==> config.mk <==
export PLATFORM = sky130hd
export DESIGN_NAME = oled_line_arbiter
export DESIGN_NICKNAME = d
export VERILOG_FILES = /design/src/rtl/oled_line_arbiter.sv
export SDC_FILE = /design/constraint.sdc
export NUM_CORES = 1
export LEC_CHECK = 0
export BUFFER_PORTS_ARGS = -buffer_cell sky130_fd_sc_hd__buf_2
export CAP_MARGIN = 20
export CORE_MARGIN = 2
export CORE_UTILIZATION = 30
export CTS_CLUSTER_SIZE = 10
export DETAILED_ROUTE_END_ITERATION = 10
export PLACE_DENSITY_LB_ADDON = 0.08
export SETUP_SLACK_MARGIN = 0.5
export SYNTH_ARGS = -nofsm -noshare
export SYNTH_HDL_FRONTEND = slang
export SYNTH_SLANG_ARGS = --single-unit
==> constraint.sdc <==
create_clock -name clk -period 5.6 [get_ports clk]
set_input_delay 1.12 -clock clk [delete_from_list [all_inputs] [get_ports clk]]
set_output_delay 1.12 -clock clk [all_outputs]
set_load 0.01 [all_outputs]
==> src/rtl/oled_line_arbiter.sv <==
// -----------------------------------------------------------------------------
// oled_line_arbiter
//
// Shares one OLED text controller among NREQ line sources. Each source asks
// for a complete 16-character line on one of 4 rows. The arbiter grants
// round-robin and latches the granted row and text. It then streams 16
// character writes, issues one display update (never a clear), waits for the
// update to finish, and pulses ack to the served source.
//
// Optional build macro: OLED_LINE_ARB_DIFF_EN
//   When defined, a per-row shadow of the last completed line is kept.
//   Columns that already show the requested character are skipped, and a
//   line with no changes completes without any write or update.
//
// Ports
//   clk, rst          system clock, synchronous active-high reset
//   en                display available; gates new grants only
//   req[NREQ]         request levels, held until the matching ack
//   req_row[2*NREQ]   row per requester, slice [2i+1:2i]
//   req_text[128*NREQ] line per requester, slice [128i+127:128i], MS byte = col 0
//   ack[NREQ]         one-cycle completion pulse to the served requester
//   busy              high from grant through the ack cycle
//   grant_id          current / last granted requester
//   write_start       one-cycle character write strobe
//   write_ascii_data  character code
//   write_base_addr   {row, col, 3'b000}
//   write_ready       controller ready for a character write
//   update_start      one-cycle display update strobe
//   update_clear      always 0
//   update_ready      controller ready for an update
// -----------------------------------------------------------------------------
module oled_line_arbiter #(
    parameter int NREQ  = 2,
    parameter int IDX_W = 2
) (
    input  logic                   clk,
    input  logic                   rst,
    input  logic                   en,
    input  logic [NREQ-1:0]        req,
    input  logic [2*NREQ-1:0]      req_row,
    input  logic [128*NREQ-1:0]    req_text,
    output logic [NREQ-1:0]        ack,
    output logic                   busy,
    output logic [IDX_W-1:0]       grant_id,
    output logic                   write_start,
    output logic [7:0]             write_ascii_data,
    output logic [8:0]             write_base_addr,
    input  logic                   write_ready,
    output logic                   update_start,
    output logic                   update_clear,
    input  logic                   update_ready
);

    typedef enum logic [2:0] {
        S_IDLE,
        S_WR_START,
        S_WR_HOLD,
        S_WR_WAIT,
        S_UPD_START,
        S_UPD_HOLD,
        S_UPD_WAIT,
        S_ACK
    } state_t;

    state_t             r_state;
    logic [IDX_W-1:0]   r_last;
    logic [IDX_W-1:0]   r_grant_id;
    logic [3:0]         r_col;
    logic [1:0]         r_row;
    logic [127:0]       r_text;
    logic [NREQ-1:0]    r_ack;
    logic               r_busy;
    logic               r_write_start;
    logic [7:0]         r_wdata;
    logic [8:0]         r_waddr;
    logic               r_update_start;

    logic [IDX_W:0]     w_pick_res;
    logic               w_any;
    logic [IDX_W-1:0]   w_pick;
    logic               w_grant;
    logic [1:0]         w_sel_row;
    logic [127:0]       w_sel_text;
    logic [7:0]         w_char;
    logic [NREQ-1:0]    w_ack_onehot;

    // Round-robin search: scanning from the farthest candidate to the nearest
    // lets the requester closest after 'last' overwrite any earlier hit.
    function automatic logic [IDX_W:0] rr_pick(input logic [NREQ-1:0] r,
                                               input logic [IDX_W-1:0] last);
        logic [IDX_W:0]  res;
        logic [NREQ-1:0] sh;
        int              idx;
        res = '0;
        for (int k = NREQ; k >= 1; k--) begin
            idx = (int'(last) + k) % NREQ;
            sh  = r >> idx;
            if (sh[0]) res = {1'b1, IDX_W'(idx)};
        end
        return res;
    endfunction

    assign w_pick_res = rr_pick(req, r_last);
    assign w_any      = w_pick_res[IDX_W];
    assign w_pick     = w_pick_res[IDX_W-1:0];
    assign w_grant    = (r_state == S_IDLE) && en && w_any;

    always_comb begin
        w_sel_row  = '0;
        w_sel_text = '0;
        for (int i = 0; i < NREQ; i++) begin
            if (w_pick == IDX_W'(i)) begin
                w_sel_row  = req_row[i*2 +: 2];
                w_sel_text = req_text[i*128 +: 128];
            end
        end
    end

    // Column 0 is the most significant byte, so column c sits at bit (15-c)*8.
    assign w_char       = r_text[{~r_col, 3'b000} +: 8];
    assign w_ack_onehot = NREQ'(1) << r_grant_id;

`ifdef OLED_LINE_ARB_DIFF_EN
    logic [127:0] r_shadow [4];
    logic [3:0]   r_row_vld;
    logic         r_dirty;
    logic [127:0] w_shadow_line;
    logic [7:0]   w_shadow_char;
    logic         w_skip;

    assign w_shadow_line = r_shadow[r_row];
    assign w_shadow_char = w_shadow_line[{~r_col, 3'b000} +: 8];
    assign w_skip        = r_row_vld[r_row] && (w_shadow_char == w_char);

    // The shadow holds what the panel shows once a line completes.
    always_ff @(posedge clk) begin
        if (r_state == S_ACK) r_shadow[r_row] <= r_text;
    end
`endif

    // Latched line: captured at grant, ignored changes on the inputs afterwards.
    always_ff @(posedge clk) begin
        if (w_grant) begin
            r_row  <= w_sel_row;
            r_text <= w_sel_text;
        end
    end

    always_ff @(posedge clk) begin
        if (rst) begin
            r_state        <= S_IDLE;
            r_last         <= IDX_W'(NREQ - 1);
            r_grant_id     <= '0;
            r_col          <= '0;
            r_ack          <= '0;
            r_busy         <= 1'b0;
            r_write_start  <= 1'b0;
            r_wdata        <= '0;
            r_waddr        <= '0;
            r_update_start <= 1'b0;
`ifdef OLED_LINE_ARB_DIFF_EN
            r_row_vld      <= '0;
            r_dirty        <= 1'b0;
`endif
        end else begin
            r_write_start  <= 1'b0;
            r_update_start <= 1'b0;
            r_ack          <= '0;

            case (r_state)
                S_IDLE: begin
                    if (w_grant) begin
                        r_grant_id <= w_pick;
                        r_last     <= w_pick;
                        r_busy     <= 1'b1;
                        r_col      <= '0;
`ifdef OLED_LINE_ARB_DIFF_EN
                        r_dirty    <= 1'b0;
`endif
                        r_state    <= S_WR_START;
                    end
                end

                S_WR_START: begin
`ifdef OLED_LINE_ARB_DIFF_EN
                    // Unchanged characters cost one cycle each and need no
                    // controller handshake.
                    if (w_skip) begin
                        if (r_col == 4'd15) begin
                            if (r_dirty) begin
                                r_state <= S_UPD_START;
                            end else begin
                                r_ack   <= w_ack_onehot;
                                r_state <= S_ACK;
                            end
                        end else begin
                            r_col <= r_col + 4'd1;
                        end
                    end else
`endif
                    if (write_ready) begin
                        r_write_start <= 1'b1;
                        r_wdata       <= w_char;
                        r_waddr       <= {r_row, r_col, 3'b000};
`ifdef OLED_LINE_ARB_DIFF_EN
                        r_dirty       <= 1'b1;
`endif
                        r_state       <= S_WR_HOLD;
                    end
                end

                // Give the controller a cycle to drop write_ready.
                S_WR_HOLD: r_state <= S_WR_WAIT;

                S_WR_WAIT: begin
                    if (write_ready) begin
                        if (r_col == 4'd15) begin
                            r_state <= S_UPD_START;
                        end else begin
                            r_col   <= r_col + 4'd1;
                            r_state <= S_WR_START;
                        end
                    end
                end

                S_UPD_START: begin
                    if (update_ready) begin
                        r_update_start <= 1'b1;
                        r_state        <= S_UPD_HOLD;
                    end
                end

                S_UPD_HOLD: r_state <= S_UPD_WAIT;

                S_UPD_WAIT: begin
                    if (update_ready) begin
                        r_ack   <= w_ack_onehot;
                        r_state <= S_ACK;
                    end
                end

                S_ACK: begin
                    r_busy  <= 1'b0;
`ifdef OLED_LINE_ARB_DIFF_EN
                    r_row_vld[r_row] <= 1'b1;
`endif
                    r_state <= S_IDLE;
                end

                default: r_state <= S_IDLE;
            endcase
        end
    end

    assign ack              = r_ack;
    assign busy             = r_busy;
    assign grant_id         = r_grant_id;
    assign write_start      = r_write_start;
    assign write_ascii_data = r_wdata;
    assign write_base_addr  = r_waddr;
    assign update_start     = r_update_start;
    assign update_clear     = 1'b0;

endmodule

---- After elaboration in Yosys (flattened, before gate mapping) ----
Cells that the tools add are included.
storage, ports and cells
  register bits ........................... 159
cells by class
  muxes and demuxes ....................... 21
  reduce and logical (&&, ||, !) cells .... 14
  shift-type cells ........................ 4
  bitwise logic cells ..................... 7
  $add $sub $neg .......................... 3
  eq/ne operators ......................... 15
operator list
  operator                                                                count
  128-bit two-way mux                                                     2
  128-bit by 8-bit variable part select with 8-bit output                 1
  2-bit by 32-bit >> shifter with 1-bit output                            2
  3-bit two-way mux                                                       8
  3-bit one-hot mux with 8 select lines                                   1
  3-bit equality test (second input constant)                             4
  4-bit two-way mux                                                       3
  2-bit != test (second input constant)                                   6
  4-bit one-hot mux with 2 select lines                                   1
  3-bit by 2-bit equality test with 1-bit output (second input constant)  2
  2-bit AND reduction                                                     3
  5-bit AND reduction                                                     1
  4-bit by 1-bit adder with 4-bit output (second input constant)          1
  4-bit equality test (second input constant)                             1
  2-bit two-way mux                                                       2
  1-bit NOT                                                               4
  4-bit NOT                                                               1
  4-bit AND reduction                                                     1
  2-bit nonzero test                                                      2
  2-bit OR reduction                                                      2
  3-bit by 1-bit equality test with 1-bit output (second input constant)  1
  3-bit zero test                                                         1
  1-bit two-way mux                                                       3
  3-bit OR reduction                                                      1
  other kinds (7)                                                         10

---- Logic depth before layout (Yosys ltp) ----
  depth in word-level cells ............... 8
  gate-level depth with buffers ........... 6
  mapped depth without buffers ............ 5

---- Worst setup path after synthesis ----
OpenSTA, ideal clock, no wires.
  path kind ............................... input -> register
  start ................................... input port en
  end ..................................... register r_row[0], enable pin
  stages on the path ...................... 3
  arrival time ............................ 4.403 ns
  data required time ...................... 5.117 ns
  library setup time ...................... 0.483 ns
  buffers on the path ..................... 0
  slack ................................... 0.714 ns
  cell sequence ........................... nor4b_1 -> o21ai_0 -> inv_1
between the ends
  word-level cells in the longest chain between the ends .. 2
RTL lines
  element                         RTL line  source
  from (decl)                     38        input logic en,
  1-bit logical AND (2 in a row)  106       assign w_grant = (r_state == S_IDLE) && en && w_any;
  named net w_grant               81        logic w_grant;
  to (signal assigned)            144       r_row <= w_sel_row;
  to (decl)                       69        logic [1:0] r_row;
The timed path passes the listed nets, and every way through them passes these cells.
A chain may end at the register's enable or synchronous reset.

---- Worst setup path after layout ----
  start ................................... input port en
  end ..................................... register r_text[20], enable pin
between the ends
  word-level cells in the longest chain between the ends .. 2
RTL lines
  element                         RTL line  source
  1-bit logical AND (2 in a row)  106
  named net w_grant               81
  to (signal assigned)            145       r_text <= w_sel_text;
  to (decl)                       70        logic [127:0] r_text;
The timed path passes the listed nets, and every way through them passes these cells.

==> out/results.txt <==
Status: completed
Worst setup SP type: primary input
Mean Syn Cell Area: 16.20 um^2
Synth async-reset ratio: 0
Initial core utilization: 0.3025
Switching Share: 0.2336
Setup_tns: 0 ns
Number of setup buffers added after CTS: 0
NetSw: 0.7150 mW
Clock power frac: 0.388
Synth warn: 0
H-Tree Depth: 4
Post-Syn Area: 0.007551 mm^2
Max_cap viols: 0
Worst min-delay path class: reg2reg
Critical path peak fanout: 66
Setup Skew: 0.008329 ns
FMAX: 0.3026 GHz
VDD IR max: 172.3 uV
Final instance count without filler cells: 1086
Setup WS pre-CTS: 1.879 ns
Final worst path period need: 3.304 ns
Final Hold Vio Count: 0
CTS Sinks: 158
Routed vias: 4900
Die area: 0.02646 mm^2
Crit path arrival time: 3.38 ns
DRC Markers: 0
IO buf count: 286
Pwr Density: 309.5 mW/mm^2
ANT cells: 0
Final worst slack: 2.296 ns
Most frequent cells in the layout: buf_2, mux2_2, edfxtp_1
Worst-Skew Late Latency: 0.42 ns
Fin. max-slew vios: 0
Commonest non-fill, non-tap cell in the layout: buf_2
Final nets: 1011
Antenna Nets Post-Route: 0
Top_reg_cell synth: edfxtp_1
Setup crit end kind: flip-flop
CTS-repair resized insts: 0
Post-DP HPWL: 13.37 mm
Hold slack: 0.4538 ns
Relative slew slack: 0.3282
WL/cell: 16.68 um
Num rows: 58
Dpl cells: 1054
Vias per cell: 4.512
Combinational power share: 0.136
Post-synthesis to final-layout area growth: 30.95%
Initial antenna violation count: 1
Post-Route WL: 18.11 mm
Max clock buf depth: 2
Worst-path clk slew: 0.06 ns
Gr ovfl total: 0
Gp weighted congestion: 0.7371
First-pass GRT wire length: 27.23 mm
Distinct cell type count after synthesis: 38
Lkg Pwr: 3.808 nW
Seq cells post-synth: 158
Period Utilization, post-route: 0.5901
Iter 0 DRT Violations: 321
Share of cells above drive strength 1: 0.6574
Cts bufs inserted: 17
Pin count of the biggest net entering global routing: 74
Reg power frac: 0.475
CTS Root Cell: clkbuf_16
TritonCTS clock tree: yes
First-pass detailed-route iteration total: 4
Pint: 2.346 mW
Number of global-route vias before repair: 5222
Syn Inst Count: 466
Worst slew pin tran: 1.002 ns
RSZ-0062 raised after global routing: no
IO Count: 292
WS Path Type: in2reg
Hold_buf cts: 0
Die Y: 162.7 um
Data required, critical path: 5.68 ns
Total track usage: 0.1385
Sequential element share of the synthesized area: 0.5912
Post-synth EDFFs: 130
Setup Viol. Count Final: 0
Core Box Area: 0.02496 mm^2
Utilization after layout: 0.3961
Die Wd: 162.7 um
[critical path: stages]
cell,delay (ns)
buf_2,0.08
nor4b_1,0.49
o21ai_0,0.47
inv_4,0.72
buf_12,0.37
[through the flow]
stage	cell area (um^2)	total power, mW
final	9888	3.061
after global routing	9888	3.190
after CTS	9888	3.105
after detailed placement	9281	1.910
after global placement	9281	1.898
after floorplan	7566	1.736
[power by group through the flow]
stage / Clock (mW) / Combinational (mW) / Sequential [mW]
floorplan: 0 / 0.269 / 1.47
global placement: 0 / 0.421 / 1.48
detailed placement: 0 / 0.427 / 1.48
CTS: 1.22 / 0.430 / 1.46
global route: 1.26 / 0.459 / 1.47
finish: 1.19 / 0.417 / 1.45
[layout make-up]
type                       instances  area, um^2
clock inverter                    15       181.4
multi-input combinational        272        2905
clock buffer                      17       425.4
sequential                       158        4468
fill                            2439       15080
inverter                           3       13.76
tap                              330       412.9
timing repair buffer             291        1481
[state kept, by name, summed over array words and instances, names as in the netlist, 2 cells and up]
| signal | count |
|---|---|
| ack | 2 |
| r_col | 4 |
| r_row | 2 |
| r_state | 3 |
| r_text | 128 |
| write_ascii_data | 8 |
| write_base_addr | 6 |
[synth_stat cells, types with 2 or more instances]
master,count,area (um^2)
nand2b_1,2,12.51
nand2_1,25,93.84
nor3_1,3,15.01
mux2i_1,8,80.08
buf_6,2,22.52
o21ai_0,4,20.02
o21bai_1,4,30.03
nor2_1,10,37.54
mux4_2,35,788.3
or3_1,3,18.77
mux2_2,130,1464
nand3_1,5,25.02
buf_4,8,60.06
edfxtp_1,130,3904
dfxtp_1,28,560.5
a21oi_1,17,85.08
a221oi_1,4,35.03
inv_1,3,11.26
nor4b_1,2,17.52
buf_2,14,70.07
clkbuf_1,12,45.04
[layer usage]
layer,vias up,share of wire,track usage
met3,21,0.051,0.03463
met2,162,0.53,0.2503
met4,2,0.018,0.04505
li1,2379,-,-
met5,-,0.00072,0
met1,2336,0.40,0.1609
[path summary, 6_finish.rpt]
kind / from / to / slack [ns] / cells after the start
hold reg to reg: write_ascii_data[7] / write_ascii_data[7] / 0.45 / 2
setup reg to reg: r_state[2] / r_text[20] / 2.52 / 4
hold / removal: write_ascii_data[7] / write_ascii_data[7] / 0.45 / 2
setup / recovery: en / r_text[20] / 2.30 / 5
[logic make-up after synthesis]
group / after synthesis / share of synthesized area
mux: 174 / 0.3123
flops: 158 / 0.5912
simple gates: 54 / 0.03347
buf+inv: 40 / 0.02817
compound gates: 36 / 0.03032
xor+xnor: 2 / 0.002320
fa+ha+maj: 1 / 0.001657
other cells: 1 / 0.0004966
(Power assumes the default switching activity.)
